===== config.mk =====
export PLATFORM = sky130hd
export DESIGN_NAME = multicycle_control_flat
export DESIGN_NICKNAME = d
export VERILOG_FILES = /design/src/rtl/multicycle_control_pkg.sv /design/src/rtl/multicycle_control_if.sv /design/src/rtl/multicycle_control_instr_class_decode.sv /design/src/rtl/multicycle_control.sv /design/src/flat_wrapper.sv
export SDC_FILE = /design/constraint.sdc
export NUM_CORES = 1
export LEC_CHECK = 0
export BUFFER_PORTS_ARGS = -buffer_cell sky130_fd_sc_hd__buf_4
export CORE_UTILIZATION = 45
export DETAILED_ROUTE_END_ITERATION = 10
export GPL_TIMING_DRIVEN = 0
export PLACE_DENSITY = 0.72
export SYNTH_ARGS = -nofsm -noshare
export SYNTH_HDL_FRONTEND = slang
export SYNTH_SLANG_ARGS = --single-unit

===== constraint.sdc =====
create_clock -name clk -period 3.4 [get_ports clk]
set_input_delay 0 -clock clk [delete_from_list [all_inputs] [get_ports clk]]
set_output_delay 0 -clock clk [all_outputs]
set_load 0.03 [all_outputs]

===== src/rtl/multicycle_control_pkg.sv =====
// Shared codes for the multicycle MIPS controller: opcodes, functs, ALU commands,
// FSM state encoding and datapath mux encodings.
package multicycle_control_pkg;

    localparam logic [5:0] OP_RTYPE = 6'h00;
    localparam logic [5:0] OP_J     = 6'h02;
    localparam logic [5:0] OP_JAL   = 6'h03;
    localparam logic [5:0] OP_BEQ   = 6'h04;
    localparam logic [5:0] OP_BNE   = 6'h05;
    localparam logic [5:0] OP_ADDI  = 6'h08;
    localparam logic [5:0] OP_XORI  = 6'h0E;
    localparam logic [5:0] OP_LW    = 6'h23;
    localparam logic [5:0] OP_SW    = 6'h2B;

    localparam logic [5:0] FN_JR  = 6'h08;
    localparam logic [5:0] FN_ADD = 6'h20;
    localparam logic [5:0] FN_SUB = 6'h22;
    localparam logic [5:0] FN_SLT = 6'h2A;

    typedef enum logic [2:0] {
        ALU_ADD  = 3'd0,
        ALU_SUB  = 3'd1,
        ALU_XOR  = 3'd2,
        ALU_SLT  = 3'd3,
        ALU_AND  = 3'd4,
        ALU_NAND = 3'd5,
        ALU_NOR  = 3'd6,
        ALU_OR   = 3'd7
    } alu_cmd_e;

    typedef enum logic [2:0] {
        ST_FETCH  = 3'd0,
        ST_DECODE = 3'd1,
        ST_EXEC   = 3'd2,
        ST_MEM    = 3'd3,
        ST_WB     = 3'd4,
        ST_TRAP   = 3'd7
    } state_e;

    localparam logic [1:0] PC_SRC_SEQ    = 2'd0;
    localparam logic [1:0] PC_SRC_BRANCH = 2'd1;
    localparam logic [1:0] PC_SRC_JUMP   = 2'd2;
    localparam logic [1:0] PC_SRC_REG    = 2'd3;

    localparam logic [1:0] REG_DST_RD  = 2'd0;
    localparam logic [1:0] REG_DST_R31 = 2'd1;
    localparam logic [1:0] REG_DST_RT  = 2'd2;

    localparam logic [1:0] M2R_ALU = 2'd0;
    localparam logic [1:0] M2R_MDR = 2'd1;
    localparam logic [1:0] M2R_PC4 = 2'd2;

    typedef struct packed {
        logic alu_r;
        logic alu_i;
        logic load;
        logic store;
        logic branch;
        logic jump;
        logic jal;
        logic jr;
    } instr_class_t;

    // Jumps and anything without an explicit ALU need default to ADD
    function automatic alu_cmd_e alu_cmd(input logic [5:0] opcode, input logic [5:0] funct);
        alu_cmd_e cmd;
        cmd = ALU_ADD;
        case (opcode)
            OP_RTYPE: begin
                case (funct)
                    FN_SUB:  cmd = ALU_SUB;
                    FN_SLT:  cmd = ALU_SLT;
                    default: cmd = ALU_ADD;
                endcase
            end
            OP_BEQ, OP_BNE: cmd = ALU_SUB;
            OP_XORI:        cmd = ALU_XOR;
            default:        cmd = ALU_ADD;
        endcase
        return cmd;
    endfunction

endpackage


===== src/rtl/multicycle_control_if.sv =====
// Control bundle between the multicycle controller (master) and the datapath (slave).
interface multicycle_control_if #(
    parameter int CNT_W = 32
);
    logic [5:0]       opcode;
    logic [5:0]       funct;
    logic             zero;
    logic             mem_ready;

    logic             ir_wr_en;
    logic             ab_wr_en;
    logic             aluout_wr_en;
    logic             mdr_wr_en;
    logic             pc_wr_en;
    logic [1:0]       pc_src;
    logic             alu_src;
    logic [2:0]       alu_cntrl;
    logic             mem_wr;
    logic             reg_wr;
    logic [1:0]       reg_dst;
    logic [1:0]       mem_to_reg;

    logic [2:0]       state;
    logic             instr_done;
    logic             illegal;
    logic [CNT_W-1:0] instr_count;

    modport master (
        input  opcode, funct, zero, mem_ready,
        output ir_wr_en, ab_wr_en, aluout_wr_en, mdr_wr_en, pc_wr_en, pc_src,
               alu_src, alu_cntrl, mem_wr, reg_wr, reg_dst, mem_to_reg,
               state, instr_done, illegal, instr_count
    );

    modport slave (
        output opcode, funct, zero, mem_ready,
        input  ir_wr_en, ab_wr_en, aluout_wr_en, mdr_wr_en, pc_wr_en, pc_src,
               alu_src, alu_cntrl, mem_wr, reg_wr, reg_dst, mem_to_reg,
               state, instr_done, illegal, instr_count
    );

endinterface


===== src/rtl/multicycle_control_instr_class_decode.sv =====
// Combinational opcode/funct classifier: one-hot instruction class plus an unsupported flag.
module instr_class_decode
    import multicycle_control_pkg::*;
(
    input  logic [5:0]   i_opcode,
    input  logic [5:0]   i_funct,
    output instr_class_t o_class,
    output logic         o_illegal
);

    always_comb begin
        o_class   = '0;
        o_illegal = 1'b0;
        case (i_opcode)
            OP_RTYPE: begin
                case (i_funct)
                    FN_ADD, FN_SUB, FN_SLT: o_class.alu_r = 1'b1;
                    FN_JR:                  o_class.jr    = 1'b1;
                    default:                o_illegal     = 1'b1;
                endcase
            end
            OP_J:            o_class.jump   = 1'b1;
            OP_JAL:          o_class.jal    = 1'b1;
            OP_BEQ, OP_BNE:  o_class.branch = 1'b1;
            OP_ADDI, OP_XORI: o_class.alu_i = 1'b1;
            OP_LW:           o_class.load   = 1'b1;
            OP_SW:           o_class.store  = 1'b1;
            default:         o_illegal      = 1'b1;
        endcase
    end

endmodule


===== src/rtl/multicycle_control.sv =====
// Multicycle MIPS sequencing FSM: drives datapath latch enables, mux selects and
// write strobes per cycle, and counts retired instructions.
module multicycle_control
    import multicycle_control_pkg::*;
#(
    parameter int CNT_W   = 32,
    parameter bit USE_RDY = 1'b1
) (
    input  logic                 clk,
    input  logic                 rst_n,
    multicycle_control_if.master io_ctrl
);

    state_e           r_state;
    state_e           w_next;
    logic             r_illegal;
    logic [CNT_W-1:0] r_count;

    instr_class_t     w_class;
    logic             w_unsupported;
    logic             w_rdy;
    logic             w_take_branch;
    logic             w_retire;

    logic             w_ir_wr_en;
    logic             w_ab_wr_en;
    logic             w_aluout_wr_en;
    logic             w_mdr_wr_en;
    logic [1:0]       w_pc_src;
    logic             w_alu_src;
    alu_cmd_e         w_alu_cntrl;
    logic             w_mem_wr;
    logic             w_reg_wr;
    logic [1:0]       w_reg_dst;
    logic [1:0]       w_mem_to_reg;

    instr_class_decode u_decode (
        .i_opcode  (io_ctrl.opcode),
        .i_funct   (io_ctrl.funct),
        .o_class   (w_class),
        .o_illegal (w_unsupported)
    );

    assign w_rdy         = USE_RDY ? io_ctrl.mem_ready : 1'b1;
    assign w_take_branch = ((io_ctrl.opcode == OP_BEQ) &&  io_ctrl.zero) ||
                           ((io_ctrl.opcode == OP_BNE) && !io_ctrl.zero);

    always_ff @(posedge clk or negedge rst_n) begin
        if (!rst_n) begin
            r_state <= ST_FETCH;
        end else begin
            r_state <= w_next;
        end
    end

    always_ff @(posedge clk or negedge rst_n) begin
        if (!rst_n) begin
            r_count   <= '0;
            r_illegal <= 1'b0;
        end else begin
            if (w_retire) begin
                r_count <= r_count + 1'b1;
            end
            if (w_next == ST_TRAP) begin
                r_illegal <= 1'b1;
            end
        end
    end

    always_comb begin
        w_next         = r_state;
        w_retire       = 1'b0;
        w_ir_wr_en     = 1'b0;
        w_ab_wr_en     = 1'b0;
        w_aluout_wr_en = 1'b0;
        w_mdr_wr_en    = 1'b0;
        w_pc_src       = PC_SRC_SEQ;
        w_alu_src      = 1'b0;
        w_alu_cntrl    = ALU_ADD;
        w_mem_wr       = 1'b0;
        w_reg_wr       = 1'b0;
        w_reg_dst      = REG_DST_RD;
        w_mem_to_reg   = M2R_ALU;

        case (r_state)
            ST_FETCH: begin
                w_ir_wr_en = w_rdy;
                if (w_rdy) begin
                    w_next = ST_DECODE;
                end
            end

            ST_DECODE: begin
                w_ab_wr_en = 1'b1;
                w_next     = w_unsupported ? ST_TRAP : ST_EXEC;
            end

            // Control transfers retire here; everything else moves on to MEM or WB
            ST_EXEC: begin
                w_aluout_wr_en = 1'b1;
                w_alu_cntrl    = alu_cmd(io_ctrl.opcode, io_ctrl.funct);
                w_alu_src      = w_class.alu_i | w_class.load | w_class.store;
                if (w_class.branch) begin
                    w_retire = 1'b1;
                    w_pc_src = w_take_branch ? PC_SRC_BRANCH : PC_SRC_SEQ;
                end else if (w_class.jump) begin
                    w_retire = 1'b1;
                    w_pc_src = PC_SRC_JUMP;
                end else if (w_class.jr) begin
                    w_retire = 1'b1;
                    w_pc_src = PC_SRC_REG;
                end else if (w_class.jal) begin
                    w_retire     = 1'b1;
                    w_pc_src     = PC_SRC_JUMP;
                    w_reg_wr     = 1'b1;
                    w_reg_dst    = REG_DST_R31;
                    w_mem_to_reg = M2R_PC4;
                end else if (w_class.load || w_class.store) begin
                    w_next = ST_MEM;
                end else begin
                    w_next = ST_WB;
                end
            end

            ST_MEM: begin
                if (w_class.load) begin
                    w_mdr_wr_en = w_rdy;
                    if (w_rdy) begin
                        w_next = ST_WB;
                    end
                end else begin
                    w_mem_wr = 1'b1;
                    w_retire = w_rdy;
                end
            end

            ST_WB: begin
                w_reg_wr     = 1'b1;
                w_reg_dst    = w_class.alu_r ? REG_DST_RD : REG_DST_RT;
                w_mem_to_reg = w_class.load ? M2R_MDR : M2R_ALU;
                w_retire     = 1'b1;
            end

            ST_TRAP: begin
                w_next = ST_TRAP;
            end

            default: begin
                w_next = ST_FETCH;
            end
        endcase

        if (w_retire) begin
            w_next = ST_FETCH;
        end

        // Reset kills every strobe combinationally so an in-flight store cannot complete
        if (!rst_n) begin
            w_retire       = 1'b0;
            w_ir_wr_en     = 1'b0;
            w_ab_wr_en     = 1'b0;
            w_aluout_wr_en = 1'b0;
            w_mdr_wr_en    = 1'b0;
            w_pc_src       = PC_SRC_SEQ;
            w_alu_src      = 1'b0;
            w_alu_cntrl    = ALU_ADD;
            w_mem_wr       = 1'b0;
            w_reg_wr       = 1'b0;
            w_reg_dst      = REG_DST_RD;
            w_mem_to_reg   = M2R_ALU;
        end
    end

    assign io_ctrl.ir_wr_en     = w_ir_wr_en;
    assign io_ctrl.ab_wr_en     = w_ab_wr_en;
    assign io_ctrl.aluout_wr_en = w_aluout_wr_en;
    assign io_ctrl.mdr_wr_en    = w_mdr_wr_en;
    assign io_ctrl.pc_wr_en     = w_retire;
    assign io_ctrl.pc_src       = w_pc_src;
    assign io_ctrl.alu_src      = w_alu_src;
    assign io_ctrl.alu_cntrl    = w_alu_cntrl;
    assign io_ctrl.mem_wr       = w_mem_wr;
    assign io_ctrl.reg_wr       = w_reg_wr;
    assign io_ctrl.reg_dst      = w_reg_dst;
    assign io_ctrl.mem_to_reg   = w_mem_to_reg;
    assign io_ctrl.state        = r_state;
    assign io_ctrl.instr_done   = w_retire;
    assign io_ctrl.illegal      = r_illegal;
    assign io_ctrl.instr_count  = r_count;

endmodule


===== src/flat_wrapper.sv =====
// flat-port wrapper written by rule: the top's interface ports become plain ports
module multicycle_control_flat import multicycle_control_pkg::*;
#(
    parameter int CNT_W   = 32,
    parameter bit USE_RDY = 1'b1
)
  (clk, rst_n, io_ctrl_opcode, io_ctrl_funct, io_ctrl_zero, io_ctrl_mem_ready, io_ctrl_ir_wr_en, io_ctrl_ab_wr_en, io_ctrl_aluout_wr_en, io_ctrl_mdr_wr_en, io_ctrl_pc_wr_en, io_ctrl_pc_src, io_ctrl_alu_src, io_ctrl_alu_cntrl, io_ctrl_mem_wr, io_ctrl_reg_wr, io_ctrl_reg_dst, io_ctrl_mem_to_reg, io_ctrl_state, io_ctrl_instr_done, io_ctrl_illegal, io_ctrl_instr_count);
  multicycle_control_if #(.CNT_W(CNT_W)) io_ctrl_i ();
  input  logic clk;
  input  logic rst_n;
  input wire logic [$bits(io_ctrl_i.opcode)-1:0] io_ctrl_opcode;
  input wire logic [$bits(io_ctrl_i.funct)-1:0] io_ctrl_funct;
  input wire logic [$bits(io_ctrl_i.zero)-1:0] io_ctrl_zero;
  input wire logic [$bits(io_ctrl_i.mem_ready)-1:0] io_ctrl_mem_ready;
  output wire logic [$bits(io_ctrl_i.ir_wr_en)-1:0] io_ctrl_ir_wr_en;
  output wire logic [$bits(io_ctrl_i.ab_wr_en)-1:0] io_ctrl_ab_wr_en;
  output wire logic [$bits(io_ctrl_i.aluout_wr_en)-1:0] io_ctrl_aluout_wr_en;
  output wire logic [$bits(io_ctrl_i.mdr_wr_en)-1:0] io_ctrl_mdr_wr_en;
  output wire logic [$bits(io_ctrl_i.pc_wr_en)-1:0] io_ctrl_pc_wr_en;
  output wire logic [$bits(io_ctrl_i.pc_src)-1:0] io_ctrl_pc_src;
  output wire logic [$bits(io_ctrl_i.alu_src)-1:0] io_ctrl_alu_src;
  output wire logic [$bits(io_ctrl_i.alu_cntrl)-1:0] io_ctrl_alu_cntrl;
  output wire logic [$bits(io_ctrl_i.mem_wr)-1:0] io_ctrl_mem_wr;
  output wire logic [$bits(io_ctrl_i.reg_wr)-1:0] io_ctrl_reg_wr;
  output wire logic [$bits(io_ctrl_i.reg_dst)-1:0] io_ctrl_reg_dst;
  output wire logic [$bits(io_ctrl_i.mem_to_reg)-1:0] io_ctrl_mem_to_reg;
  output wire logic [$bits(io_ctrl_i.state)-1:0] io_ctrl_state;
  output wire logic [$bits(io_ctrl_i.instr_done)-1:0] io_ctrl_instr_done;
  output wire logic [$bits(io_ctrl_i.illegal)-1:0] io_ctrl_illegal;
  output wire logic [$bits(io_ctrl_i.instr_count)-1:0] io_ctrl_instr_count;
  assign io_ctrl_i.opcode = io_ctrl_opcode;
  assign io_ctrl_i.funct = io_ctrl_funct;
  assign io_ctrl_i.zero = io_ctrl_zero;
  assign io_ctrl_i.mem_ready = io_ctrl_mem_ready;
  assign io_ctrl_ir_wr_en = io_ctrl_i.ir_wr_en;
  assign io_ctrl_ab_wr_en = io_ctrl_i.ab_wr_en;
  assign io_ctrl_aluout_wr_en = io_ctrl_i.aluout_wr_en;
  assign io_ctrl_mdr_wr_en = io_ctrl_i.mdr_wr_en;
  assign io_ctrl_pc_wr_en = io_ctrl_i.pc_wr_en;
  assign io_ctrl_pc_src = io_ctrl_i.pc_src;
  assign io_ctrl_alu_src = io_ctrl_i.alu_src;
  assign io_ctrl_alu_cntrl = io_ctrl_i.alu_cntrl;
  assign io_ctrl_mem_wr = io_ctrl_i.mem_wr;
  assign io_ctrl_reg_wr = io_ctrl_i.reg_wr;
  assign io_ctrl_reg_dst = io_ctrl_i.reg_dst;
  assign io_ctrl_mem_to_reg = io_ctrl_i.mem_to_reg;
  assign io_ctrl_state = io_ctrl_i.state;
  assign io_ctrl_instr_done = io_ctrl_i.instr_done;
  assign io_ctrl_illegal = io_ctrl_i.illegal;
  assign io_ctrl_instr_count = io_ctrl_i.instr_count;
  multicycle_control #(.CNT_W(CNT_W), .USE_RDY(USE_RDY)) u_core (.clk(clk), .rst_n(rst_n), .io_ctrl(io_ctrl_i));
endmodule

* Yosys cells after proc, flatten, opt, wreduce, memory -nomap -nowiden
Index checks and enable logic that the tools add are counted.
** Cells by class
- $add $sub $neg :: 1
- Multiplexer cells :: 73
- Equal/unequal tests :: 18
- Reduce and logical (&&, ||, !) cells :: 12
- Bitwise gates (word level) :: 2
** Operators by type and width (count)
- $mux 1 :: 38
- $mux 3 :: 12
- $add 32x1->32 const B :: 1
- $eq 6x6->1 const B :: 5
- $mux 2 :: 15
- $eq 6x4->1 const B :: 3
- $pmux 3 s6 :: 1
- $eq 6x2->1 const B :: 2
- $eq 6x3->1 const B :: 2
- $pmux 2 s2 :: 3
- $eq 3x3->1 const B :: 3
- $reduce_or 8->1 :: 1
- $eq 3x2->1 const B :: 2
- $logic_not 6->1 :: 1
- $pmux 2 s3 :: 1
- $pmux 1 s2 :: 2
- $reduce_or 2->1 :: 2
- $reduce_or 4->1 :: 1
- $eq 3x1->1 const B :: 1
- $logic_not 3->1 :: 1
- $pmux 1 s3 :: 1
- $reduce_or 3->1 :: 1
- $logic_and 1x1->1 :: 2
- $logic_or 1x1->1 :: 2
- 2 further kinds :: 3
** Word-level totals
- Output and inout port bits :: 54
- Flip-flop bits (word level) :: 36
- Word-level logic and storage cells :: 109
- Input port bits :: 16

* Longest topological paths before layout
Gate-level depths: netlist (run 1).
- Depth in word-level cells :: 11
- Depth in mapped cells :: 8
- Gate-level depth less buffers :: 7

* By module
From an unflattened synthesis (run 1), not the netlist that was laid out.
** Second synthesis, totals
- Cells, all modules :: 247
- Area total of the unflattened synthesis :: 2348.5 µm²
** By module, submodules not included
- multicycle_control :: times used 1, sequential area each 900.9 µm², area each 2132.0 µm², cells an instance 219
- instr_class_decode :: times used 1, sequential area each 0.0 µm², area each 216.5 µm², cells an instance 28

* Worst setup path before layout (run 1)
Ideal clock, no wire load.
- Path type :: register to output
- From :: reg u_core.r_state[0] (netlist: u_core.io_ctrl.state[0])
- To :: out io_ctrl_reg_dst[0]
- Stages on the path, launching flop included :: 6
- Arrival time :: 2.541 ns
- Slack :: 0.859 ns
- Buffers on the path :: 2
- Path through :: dfrtp_1 clkbuf_1 nor2_1 nand3_1 nor4_1 buf_4
** Between the ends
- Longest elaborated chain between the ends :: 3
- Elaborated cells on any way between the ends :: 4
- Those cells by class :: 2 x eq/ne; 2 x mux
** Ends and longest elaborated chain
- from (decl) :: line multicycle_control.sv:14 : state_e r_state;
- from (signal assigned) :: line multicycle_control.sv:52 : r_state <= w_next;
- $eq 3x3->1 or $eq 3x2->1 (tied branches) :: line multicycle_control.sv:85 : case (r_state)
- $pmux 2 s2 (*) :: line multicycle_control.sv:85
- $mux 2 (*) :: line multicycle_control.sv:158 : if (!rst_n) begin
- to (decl) :: line flat_wrapper.sv:25 : output wire logic [$bits(io_ctrl_i.reg_dst)-1:0] io_ctrl_reg_dst;
Mark *: on every way between the ends. The rest lies on a longest branch, timed or not.

* Worst setup path in the final report (run 1)
- From :: reg u_core.r_state[0] (netlist: u_core.io_ctrl.state[0])
- To :: out io_ctrl_pc_wr_en
** Between the ends
- Longest elaborated chain between the ends :: 3
- Elaborated cells on any way between the ends :: 5
- Those cells by class :: 3 x eq/ne; 2 x mux
** Ends and longest elaborated chain
- $eq 3x3->1 or $eq 3x2->1 (tied branches) :: line multicycle_control.sv:85
- $pmux 1 s3 (*) :: line multicycle_control.sv:85
- $mux 1 (*) :: line multicycle_control.sv:158
- to (decl) :: line flat_wrapper.sv:19 : output wire logic [$bits(io_ctrl_i.pc_wr_en)-1:0] io_ctrl_pc_wr_en;
Marks and branches as above.

==> flow_metrics.env, run 1 <==
export IMPL_status="complete, but fails checks"
export IMPL_violations="DRC"
export IMPL_synth_seq_area_share=0.425
export IMPL_drtPass1Iterations=7
export IMPL_root_buffer="clkbuf_8"
export IMPL_vias=1985
export IMPL_cts_resized=0
export IMPL_die_width_um=70.6
export IMPL_grt_pass1_vias=1791
export IMPL_setup_tns_ns=0
export IMPL_pwr_share_clk=0.268
export IMPL_die_h_um=70.6
export IMPL_synth_warning_count=0
export IMPL_crit_fanout=10
export IMPL_viasPerCell=5.67
export IMPL_criticalPathCategory="reg -> out"
export IMPL_syn_avg_cell_area_sq_um=9.55
export IMPL_clk_pin_slew_ns=0.07
export IMPL_diodes=0
export IMPL_clk_path_buf_depth=2
export IMPL_routedWlPerCell_um=14.5
export IMPL_synth_seq_cells=36
export IMPL_gp_congestion=0.828
export IMPL_cts_buffers=5
export IMPL_pwr_share_comb=0.347
export IMPL_seq_area_sq_um=901
export IMPL_syn_nets=239
export IMPL_die_area_sq_um=4990
export IMPL_maxCapViolations=0
export IMPL_synth_common_cells="dfrtp_1, nand2_1, xnor2_1"
export IMPL_place_hpwl_um=3660
export IMPL_syn_area_sq_um=2120
export IMPL_endpoint_kind="output pin"
export IMPL_core_area_sq_um=4440
export IMPL_reg2reg_slack_ns=1.17
export IMPL_post_cts_buffers=0
export IMPL_fill_cells=399
export IMPL_wl_met1_um=2210
export IMPL_yosys_area_top_type="dfrtp_1"
export IMPL_swShare=0.377
export IMPL_tightestPinTransition_ns=0.584
export IMPL_io_pins=70
export IMPL_p_seq_frac=0.385
export IMPL_antenna_found_initial=0
export IMPL_ant_nets=0
export IMPL_area_delta_synth_final_pct=32.3
export IMPL_min_period_ns=2.34
export IMPL_htreeDepth=2
export IMPL_ys_async_sr_fraction=1.00
export IMPL_drt_iter0_drc=169
export IMPL_cts_tree="yes"
export IMPL_grt_max_degree=43
export IMPL_p_int_uw=856
export IMPL_synthDistinctLibCells=44
export IMPL_yosysMostFrequentCell="dfrtp_1"
export IMPL_multi_input_area_sq_um=1150
export IMPL_max_slew_margin=0.607
export IMPL_synth_edf_count=0
export IMPL_yosys_top_cells_area="dfrtp_1, xnor2_1, nand2_1, nand4_1, nand3_1"
export IMPL_clock_sinks=36
export IMPL_fmax_mhz=428
export IMPL_yosysTopAreaCellShare=0.425
export IMPL_port_buffer_count=67
export IMPL_setup_viol=0
export IMPL_start_util=0.477
export IMPL_place_area_sq_um=2690
export IMPL_drcViolationCount=16
export IMPL_top_layer="met4"
export IMPL_met2_length_um=2390
export IMPL_syn_inst=222
export IMPL_drv_slew=0
export IMPL_switchingPower_uw=517
export IMPL_rsz0062_at_grt="no"
export IMPL_leakage_uw=0.00133
export IMPL_fin_area_sq_um=2810
export IMPL_wl_um=5080
export IMPL_synth_flop_cell="dfrtp_1"
export IMPL_startpoint_type="flop"
export IMPL_cts_hold_fix_buffers=1
export IMPL_grt_use_total=0.210
export IMPL_crit_required_ns=3.40
export IMPL_peakVddDrop_uv=357
export IMPL_clock_latency_ns=0.29
export IMPL_fin_crit_sh=0.688
export IMPL_power_density_nw_per_um2=490
export IMPL_grt_pass1_wl_um=8380
export IMPL_nets=314
export IMPL_drive_above_1_share=0.295
export IMPL_finalHoldViolCount=0
export IMPL_arrival_ns=2.34
export IMPL_wl_met3_um=422
export IMPL_clock_skew_ns=0.00536
export IMPL_hold_class="in -> reg"
export IMPL_rows=24
export IMPL_grt_ovfl_total=0
==> final timing paths <==
kind,startpoint,endpoint,cells after the start
setup reg to reg,u_core.io_ctrl.state[0]$_DFF_PN0_,u_core.io_ctrl.instr_count[12]$_DFFE_PN0P_,6
max in group asynchronous,rst_n,u_core.io_ctrl.instr_count[23]$_DFFE_PN0P_,2
min in group asynchronous,rst_n,u_core.io_ctrl.state[1]$_DFF_PN0_,2
hold reg to reg,u_core.io_ctrl.instr_count[31]$_DFFE_PN0P_,u_core.io_ctrl.instr_count[31]$_DFFE_PN0P_,1
setup / recovery,u_core.io_ctrl.state[0]$_DFF_PN0_,io_ctrl_pc_wr_en,8
hold / removal,io_ctrl_mem_ready,u_core.io_ctrl.state[1]$_DFF_PN0_,3
==> power groups by stage <==
stage,clock [uW],sequential [uW],combinational [uW]
CTS,373,527,478
detailed placement,0,535,475
global placement,0,535,470
floorplan,0,597,236
finish,368,529,477
global route,390,535,516
==> critical path: stages (launching register included) <==
cell and delay, ns:
dfrtp_1 0.38, clkbuf_1 0.21, nor2_1 0.35, nand3_1 0.29
inv_1 0.23, a22oi_4 0.14, inv_2 0.19, buf_4 0.13
buf_4 0.14
==> routing by layer <==
metal	global-route usage	vias to the layer above
met3	0.0527	9
li1	-	953
met4	0.0644	0
met5	0	-
met1	0.284	937
met2	0.335	86
==> area by class of cell <==
type                    count  area share
plain buffers               6      0.0134
clock buffers               6      0.0259
clock inverters             2      0.0125
inverters                   8      0.0107
multi-input cells         172       0.410
flip-flops and latches     36       0.321
well taps                  52      0.0232
repair buffers             68       0.183
==> logic make-up after synthesis <==
group | synth area share
multiplexers | 0.00531
AO/OA/AOI/OAI | 0.0897
buffers and inverters | 0.0319
XOR/XNOR | 0.136
adder cells (fa/ha/maj) | 0.00590
other | 0.00177
flip-flops | 0.425
AND/OR/NAND/NOR | 0.304
==> through the flow <==
step | total power, uW | hold WS [ns] | worst slack, ns | utilization | cells
4_1_cts | 1380 | 0.0940 | 1.07 | 0.631 | 350
3_3_place_gp | 1000 | 0.0137 | 1.20 | 0.605 | 341
6_report | 1370 | 0.0927 | 1.06 | 0.631 | 350
3_5_place_dp | 1010 | 0.0108 | 1.21 | 0.605 | 341
2_1_floorplan | 834 | -0.296 | 0.859 | - | 222
5_1_grt | 1440 | 0.120 | 0.890 | 0.631 | 350
==> sequential cells by signal, summed over array words and instances, names as in the netlist <==
name and flops:
u_core.io_ctrl.instr_count 32, u_core.io_ctrl.state 3, u_core.io_ctrl.illegal 1
==> cells in the final DEF, fill, tap and decap left out, types with 2 or more instances in the layout <==
cell type   n
nand3_1    16
a32o_1      2
inv_1       7
nand2b_1    4
a31oi_1     2
nor3_1     12
nor2_1     14
and4_1      2
clkbuf_8    5
nand2_1    29
nor3b_1     2
xnor2_1    24
a21oi_1     4
clkbuf_1    3
nand4_1    14
buf_4      71
nand3b_1    3
nor4_2      2
xor2_1      9
and3_1      9
dfrtp_1    36
nor4_1      2
No activity file was read; power rests on OpenSTA's default activity.
==> run 2: changes to the inputs <==
- PLACE_DENSITY: 0.72 -> 0.75
- clock period: 3.4 -> 2 ns (I/O delays scaled with it)
==> run 2 against run 1 <==
  * The run still ends with DRC left
  * Clock power grew 45%
  * Wire length grew 1.8%
  * Highest routed layer unchanged
  * Cell area grew 3.7%
  * Non-clock buffer count grew 5
  * First-iteration DRC count shrank 31%
  * Combinational power grew 90%
  * Cell count grew 1.4%
  * Worst setup slack lost 0.94 ns
  * Count of clock-buffer cells in the layout grew 2
  * Sequential power grew 71%
  * Sequential share of layout area shrank 1.1 points
==> flow_metrics.env, run 2 (synthesis results as in run 1) <==
export IMPL_criticalPathCategory="reg -> out"
export IMPL_diodes=0
export IMPL_reg2reg_slack_ns=0.14
export IMPL_final_common_cell="buf_4"
export IMPL_drive_above_1_share=0.343
export IMPL_fin_crit_sh=0.937
export IMPL_hold_end="u_core.io_ctrl.state[1]$_DFF_PN0_"
export IMPL_seq_area_sq_um=902
export IMPL_io_pins=70
export IMPL_fill_cells=376
export IMPL_port_buffer_count=67
export IMPL_vias=1980
export IMPL_grt_met2_usage=0.345
export IMPL_reg2reg_to="u_core.io_ctrl.instr_count[31]$_DFFE_PN0P_"
export IMPL_cts_tree="yes"
export IMPL_setup_ws_ns=0.125
export IMPL_rsz0062_at_grt="no"
export IMPL_gr_usage_met1=0.310
export IMPL_clock_skew_ns=0.00371
export IMPL_grt_use_total=0.219
export IMPL_htreeDepth=2
export IMPL_area_delta_synth_final_pct=37.2
export IMPL_final_cell_mix="buf_4, dfrtp_1, nand2_1"
export IMPL_setup_viol=0
export IMPL_peakVddDrop_uv=399
export IMPL_root_buffer="clkbuf_8"
export IMPL_worstHoldStart="io_ctrl_mem_ready"
export IMPL_endpoint_kind="output pin"
export IMPL_max_slew_margin=0.626
export IMPL_die_area_sq_um=4990
export IMPL_dp_cells=341
export IMPL_hold_class="in -> reg"
export IMPL_arrival_ns=1.87
export IMPL_die_width_um=70.6
export IMPL_drtPass1Iterations=7
export IMPL_crit_required_ns=2.00
export IMPL_tightestPinTransition_ns=0.559
export IMPL_grt_pass1_wl_um=8600
export IMPL_multi_input_area_sq_um=1210
export IMPL_routedWlPerCell_um=14.6
export IMPL_final_cells=355
export IMPL_leakage_uw=0.00139
export IMPL_antenna_found_initial=0
export IMPL_start_util=0.477
export IMPL_clk_pin_slew_ns=0.07
export IMPL_violations="DRC"
export IMPL_fin_util=0.654
export IMPL_grt_ovfl_total=0
export IMPL_drt_iter0_drc=117
export IMPL_nets=319
export IMPL_fmax_mhz=533
export IMPL_core_area_sq_um=4440
export IMPL_clock_latency_ns=0.29
export IMPL_crit_fanout=10
export IMPL_holdWs_ns=0.0892
export IMPL_ant_nets=0
export IMPL_place_ws_ns=-0.0885
export IMPL_viasPerCell=5.58
export IMPL_grt_use_met3=0.0442
export IMPL_drcViolationCount=16
export IMPL_rows=24
export IMPL_startpoint_type="flop"
export IMPL_min_period_ns=1.87
export IMPL_worstReg2RegStart="u_core.io_ctrl.state[0]$_DFF_PN0_"
export IMPL_clk_path_buf_depth=2
export IMPL_wl_um=5170
export IMPL_grt_pass1_vias=1781
export IMPL_clock_sinks=36
export IMPL_cts_buffers=5
export IMPL_die_h_um=70.6
export IMPL_setup_tns_ns=0
export IMPL_largest_reg_flops=32
export IMPL_place_hpwl_um=3650
export IMPL_whs_path_depth=3
export IMPL_status="complete, but fails checks"
export IMPL_busiest_layer="met2"
export IMPL_drv_slew=0
export IMPL_finalHoldViolCount=0
export IMPL_maxCapViolations=0
export IMPL_r2r_cells=7
export IMPL_grt_max_degree=37
export IMPL_power_density_nw_per_um2=807
export IMPL_gp_congestion=0.796
[run 2: cell types whose count changed in the layout (fill, tap and decap cells not counted), sizes merged]
| cell | previous run | this run |
|---|---|---|
| buf | 71 | 76 |
| bufinv | 1 | 0 |
| clkbuf | 8 | 10 |
| clkinv | 1 | 0 |
[run 2: layout make-up]
cell class                 count  share of cell area
tap                           52              0.0224
multi-input combinational    172               0.417
buffer                         6              0.0138
timing repair buffer          73               0.194
sequential                    36               0.310
clock buffer                   8              0.0310
inverter                       8              0.0120
[run 2: worst max path at each step]
stage                                                   start                                    endpoint  depth (start not counted)
floorplan                   u_core.io_ctrl.state[0]$_DFF_PN0_                          io_ctrl_reg_dst[0]                          5
global placement    u_core.io_ctrl.instr_count[4]$_DFFE_PN0P_  u_core.io_ctrl.instr_count[23]$_DFFE_PN0P_                          6
detailed placement  u_core.io_ctrl.instr_count[4]$_DFFE_PN0P_  u_core.io_ctrl.instr_count[23]$_DFFE_PN0P_                          6
CTS                 u_core.io_ctrl.instr_count[4]$_DFFE_PN0P_  u_core.io_ctrl.instr_count[23]$_DFFE_PN0P_                          6
global route                u_core.io_ctrl.state[0]$_DFF_PN0_  u_core.io_ctrl.instr_count[19]$_DFFE_PN0P_                          7
finish                      u_core.io_ctrl.state[0]$_DFF_PN0_                            io_ctrl_pc_wr_en                          7
[run 2: where the power goes]
| group | internal [uW] | switching (uW) | total, uW |
|---|---|---|---|
| clock | 281 | 253 | 534 |
| combinational | 349 | 555 | 904 |
| sequential | 796 | 111 | 907 |
| total | 1430 | 920 | 2350 |
[run 2: worst max-delay path, cell delays in order, from the launching register on]
cell      delay, ns
dfrtp_1        0.35
clkbuf_2       0.23
nand2_1        0.18
o32ai_4        0.30
a22oi_4        0.15
inv_4          0.13
buf_4          0.10
buf_4          0.14
[run 2: what timing repair did]
| item | CTS | global route |
|---|---|---|
| buffers inserted | 1 | 3 |
| gates resized for setup | 3 | 7 |
| hold buffers | 2 | 0 |
| endpoints found under the hold margin | 36 | 0 |
| endpoints found under the setup margin | 11 | 17 |
| pin swaps | 1 | 1 |
[run 2: per-stage QoR]
stage / cell area (sq um) / power, uW
2_1_floorplan: 2160 / 1460
3_3_place_gp: 2730 / 1750
3_5_place_dp: 2730 / 1750
4_1_cts: 2870 / 2320
5_1_grt: 2910 / 2460
6_report: 2910 / 2350
[run 2: per-layer routing]
layer / vias up / routed length, um / part of all wire
li1: 955 / - / -
met1: 960 / 2480 / 0.48
met2: 58 / 2320 / 0.45
met3: 7 / 296 / 0.057
met4: 0 / 76 / 0.015
met5: - / 0 / 0
==> run 3: changes to the inputs <==
==> constraint.sdc (replaced) <==
create_clock -name clk -period 2 [get_ports clk]
set_input_delay 0.4 -clock clk [delete_from_list [all_inputs] [get_ports clk]]
set_output_delay 0.4 -clock clk [all_outputs]
set_load 0.03 [all_outputs]
==> run 3 against run 2 <==
  * Die area did not move
  * The flow finishes with violations (DRC, setup timing)
  * Worst setup slack worse by 0.21 ns
  * Largest power group is now combinational logic
  * Clock power grew 18%
==> flow_metrics.env, run 3 (synthesis results as in run 1) <==
export IMPL_clock_sinks=36
export IMPL_fin_util=0.725
export IMPL_io_pins=70
export IMPL_place_hpwl_um=3700
export IMPL_viasPerCell=5.45
export IMPL_root_buffer="clkbuf_8"
export IMPL_grt_use_met3=0.0470
export IMPL_nets=337
export IMPL_port_buffer_count=67
export IMPL_criticalPathCategory="in -> out"
export IMPL_clock_latency_ns=0.29
export IMPL_switchingPower_uw=980
export IMPL_cpPeakStageDelay_ns=0.34
export IMPL_area_delta_synth_final_pct=52.1
export IMPL_drv_slew=0
export IMPL_busiest_layer="met2"
export IMPL_gp_congestion=0.804
export IMPL_cpMostUsedCell="buf_6"
export IMPL_startpoint_type="input pin"
export IMPL_final_common_cell="buf_4"
export IMPL_routedWlPerCell_um=14.6
export IMPL_min_period_ns=2.09
export IMPL_endpoint_kind="output pin"
export IMPL_rsz0062_at_grt="yes"
export IMPL_status="complete, but fails checks"
export IMPL_setup_ws_ns=-0.0878
export IMPL_cpMaxStageDelayCell="nor4b_4"
export IMPL_die_h_um=70.6
export IMPL_ant_nets=0
export IMPL_hold_class="in -> async"
export IMPL_crit_fanout=3
export IMPL_drcViolationCount=16
export IMPL_drtPass1Iterations=7
export IMPL_cts_tree="yes"
export IMPL_holdWs_ns=0.0306
export IMPL_arrival_ns=1.69
export IMPL_reg2reg_slack_ns=0.17
export IMPL_setup_viol=5
export IMPL_pwr_share_comb=0.414
export IMPL_fin_crit_sh=1.04
export IMPL_grt_met2_usage=0.371
export IMPL_antenna_found_initial=0
export IMPL_final_cell_mix="buf_4, dfrtp_1, nand2_1"
export IMPL_maxCapViolations=0
export IMPL_peakVddDrop_uv=565
export IMPL_cts_buffers=5
export IMPL_p_int_uw=1650
export IMPL_power_density_nw_per_um2=817
export IMPL_grt_use_total=0.229
export IMPL_diodes=0
export IMPL_htreeDepth=2
export IMPL_fmax_mhz=479
export IMPL_clk_pin_slew_ns=0.07
export IMPL_vias=2031
export IMPL_rows=24
export IMPL_wl_um=5450
export IMPL_clk_path_buf_depth=2
export IMPL_path_cells="buf_12 -> nand3b_1 -> nor4b_4 -> o32ai_4 -> a22oi_4 -> inv_4 -> buf_6 -> buf_6"
export IMPL_die_area_sq_um=4990
export IMPL_grt_pass1_vias=1916
export IMPL_finalHoldViolCount=0
export IMPL_leakage_uw=0.00154
export IMPL_gr_usage_met1=0.312
export IMPL_crit_required_ns=1.60
export IMPL_start_util=0.477
export IMPL_largest_reg_flops=32
export IMPL_pwr_share_clk=0.238
export IMPL_grt_max_degree=43
export IMPL_grt_pass1_wl_um=9030
export IMPL_violations="DRC, setup timing"
export IMPL_die_width_um=70.6
export IMPL_clock_skew_ns=0.00413
export IMPL_drive_above_1_share=0.436
export IMPL_core_area_sq_um=4440
export IMPL_p_seq_frac=0.347
export IMPL_grt_ovfl_total=0
export IMPL_swShare=0.372
export IMPL_drt_iter0_drc=88
==> run 3: changes by cell type in the layout (fill, tap and decap cells not counted), moves of 3 or more <==
| cell | previous run | this run |
|---|---|---|
| buf_6 | 0 | 12 |
| buf_4 | 75 | 82 |
| a21oi_1 | 4 | 1 |
| a21oi_2 | 0 | 3 |
| nand2_1 | 29 | 26 |
==> run 3: worst max-delay path: cells and delay by family <==
| family | cells | cell delay, ns |
|---|---|---|
| AOI/OAI and AO/OA | 2 | 0.33 |
| buffers and inverters | 4 | 0.39 |
| and+or+nand+nor | 2 | 0.54 |
==> run 3: final cells by class <==
type,instances,area [sq um]
Multi-Input combinational cell,172,1300
Fill cell,357,1220
Sequential cell,36,905
Timing Repair Buffer,93,754
Clock buffer,6,72.6
Tap cell,52,65.1
Buffer,4,50.0
Inverter,8,37.5
Clock inverter,2,35.0
==> run 3: power groups by stage <==
| stage | clock, uW | sequential (uW) | combinational (uW) |
|---|---|---|---|
| floorplan | 0 | 1020 | 463 |
| global placement | 0 | 910 | 866 |
| detailed placement | 0 | 913 | 871 |
| CTS | 651 | 891 | 1090 |
| global route | 682 | 930 | 1160 |
| finish | 628 | 915 | 1090 |
==> run 3: routing by layer <==
metal | wire length (um) | share of wire
met1 | 2450 | 0.45
met2 | 2630 | 0.48
met3 | 327 | 0.060
met4 | 39 | 0.0072
met5 | 0 | 0
==> run 3: final timing paths <==
check,from,to,depth (start not counted)
max,io_ctrl_opcode[2],io_ctrl_pc_wr_en,8
min,rst_n,u_core.io_ctrl.state[0]$_DFF_PN0_,1
max reg2reg,u_core.io_ctrl.state[2]$_DFF_PN0_,u_core.io_ctrl.instr_count[13]$_DFFE_PN0P_,8
min reg2reg,u_core.io_ctrl.instr_count[31]$_DFFE_PN0P_,u_core.io_ctrl.instr_count[31]$_DFFE_PN0P_,1
max in group asynchronous,rst_n,u_core.io_ctrl.state[2]$_DFF_PN0_,1
min in group clk,u_core.io_ctrl.instr_count[31]$_DFFE_PN0P_,u_core.io_ctrl.instr_count[31]$_DFFE_PN0P_,1
==> run 3: timing repair <==
action                     4_1_cts  5_1_grt
setup buffers                   20        6
setup endpoints to repair       39       22
pin swaps                       11       11
hold buffers                     0        0
resized for setup               22       20
==> run 3: through the flow <==
step	instances	TNS, ns	cell area [sq um]	worst slack, ns	power, uW
detailed placement	341	-12.51	2800	-0.592	1780
CTS	368	-0.215	3130	-0.0790	2640
floorplan	222	-1.01	2230	-0.265	1480
finish	373	-0.229	3220	-0.0878	2630
global placement	341	-11.12	2800	-0.561	1780
global route	373	-0.653	3220	-0.155	2780
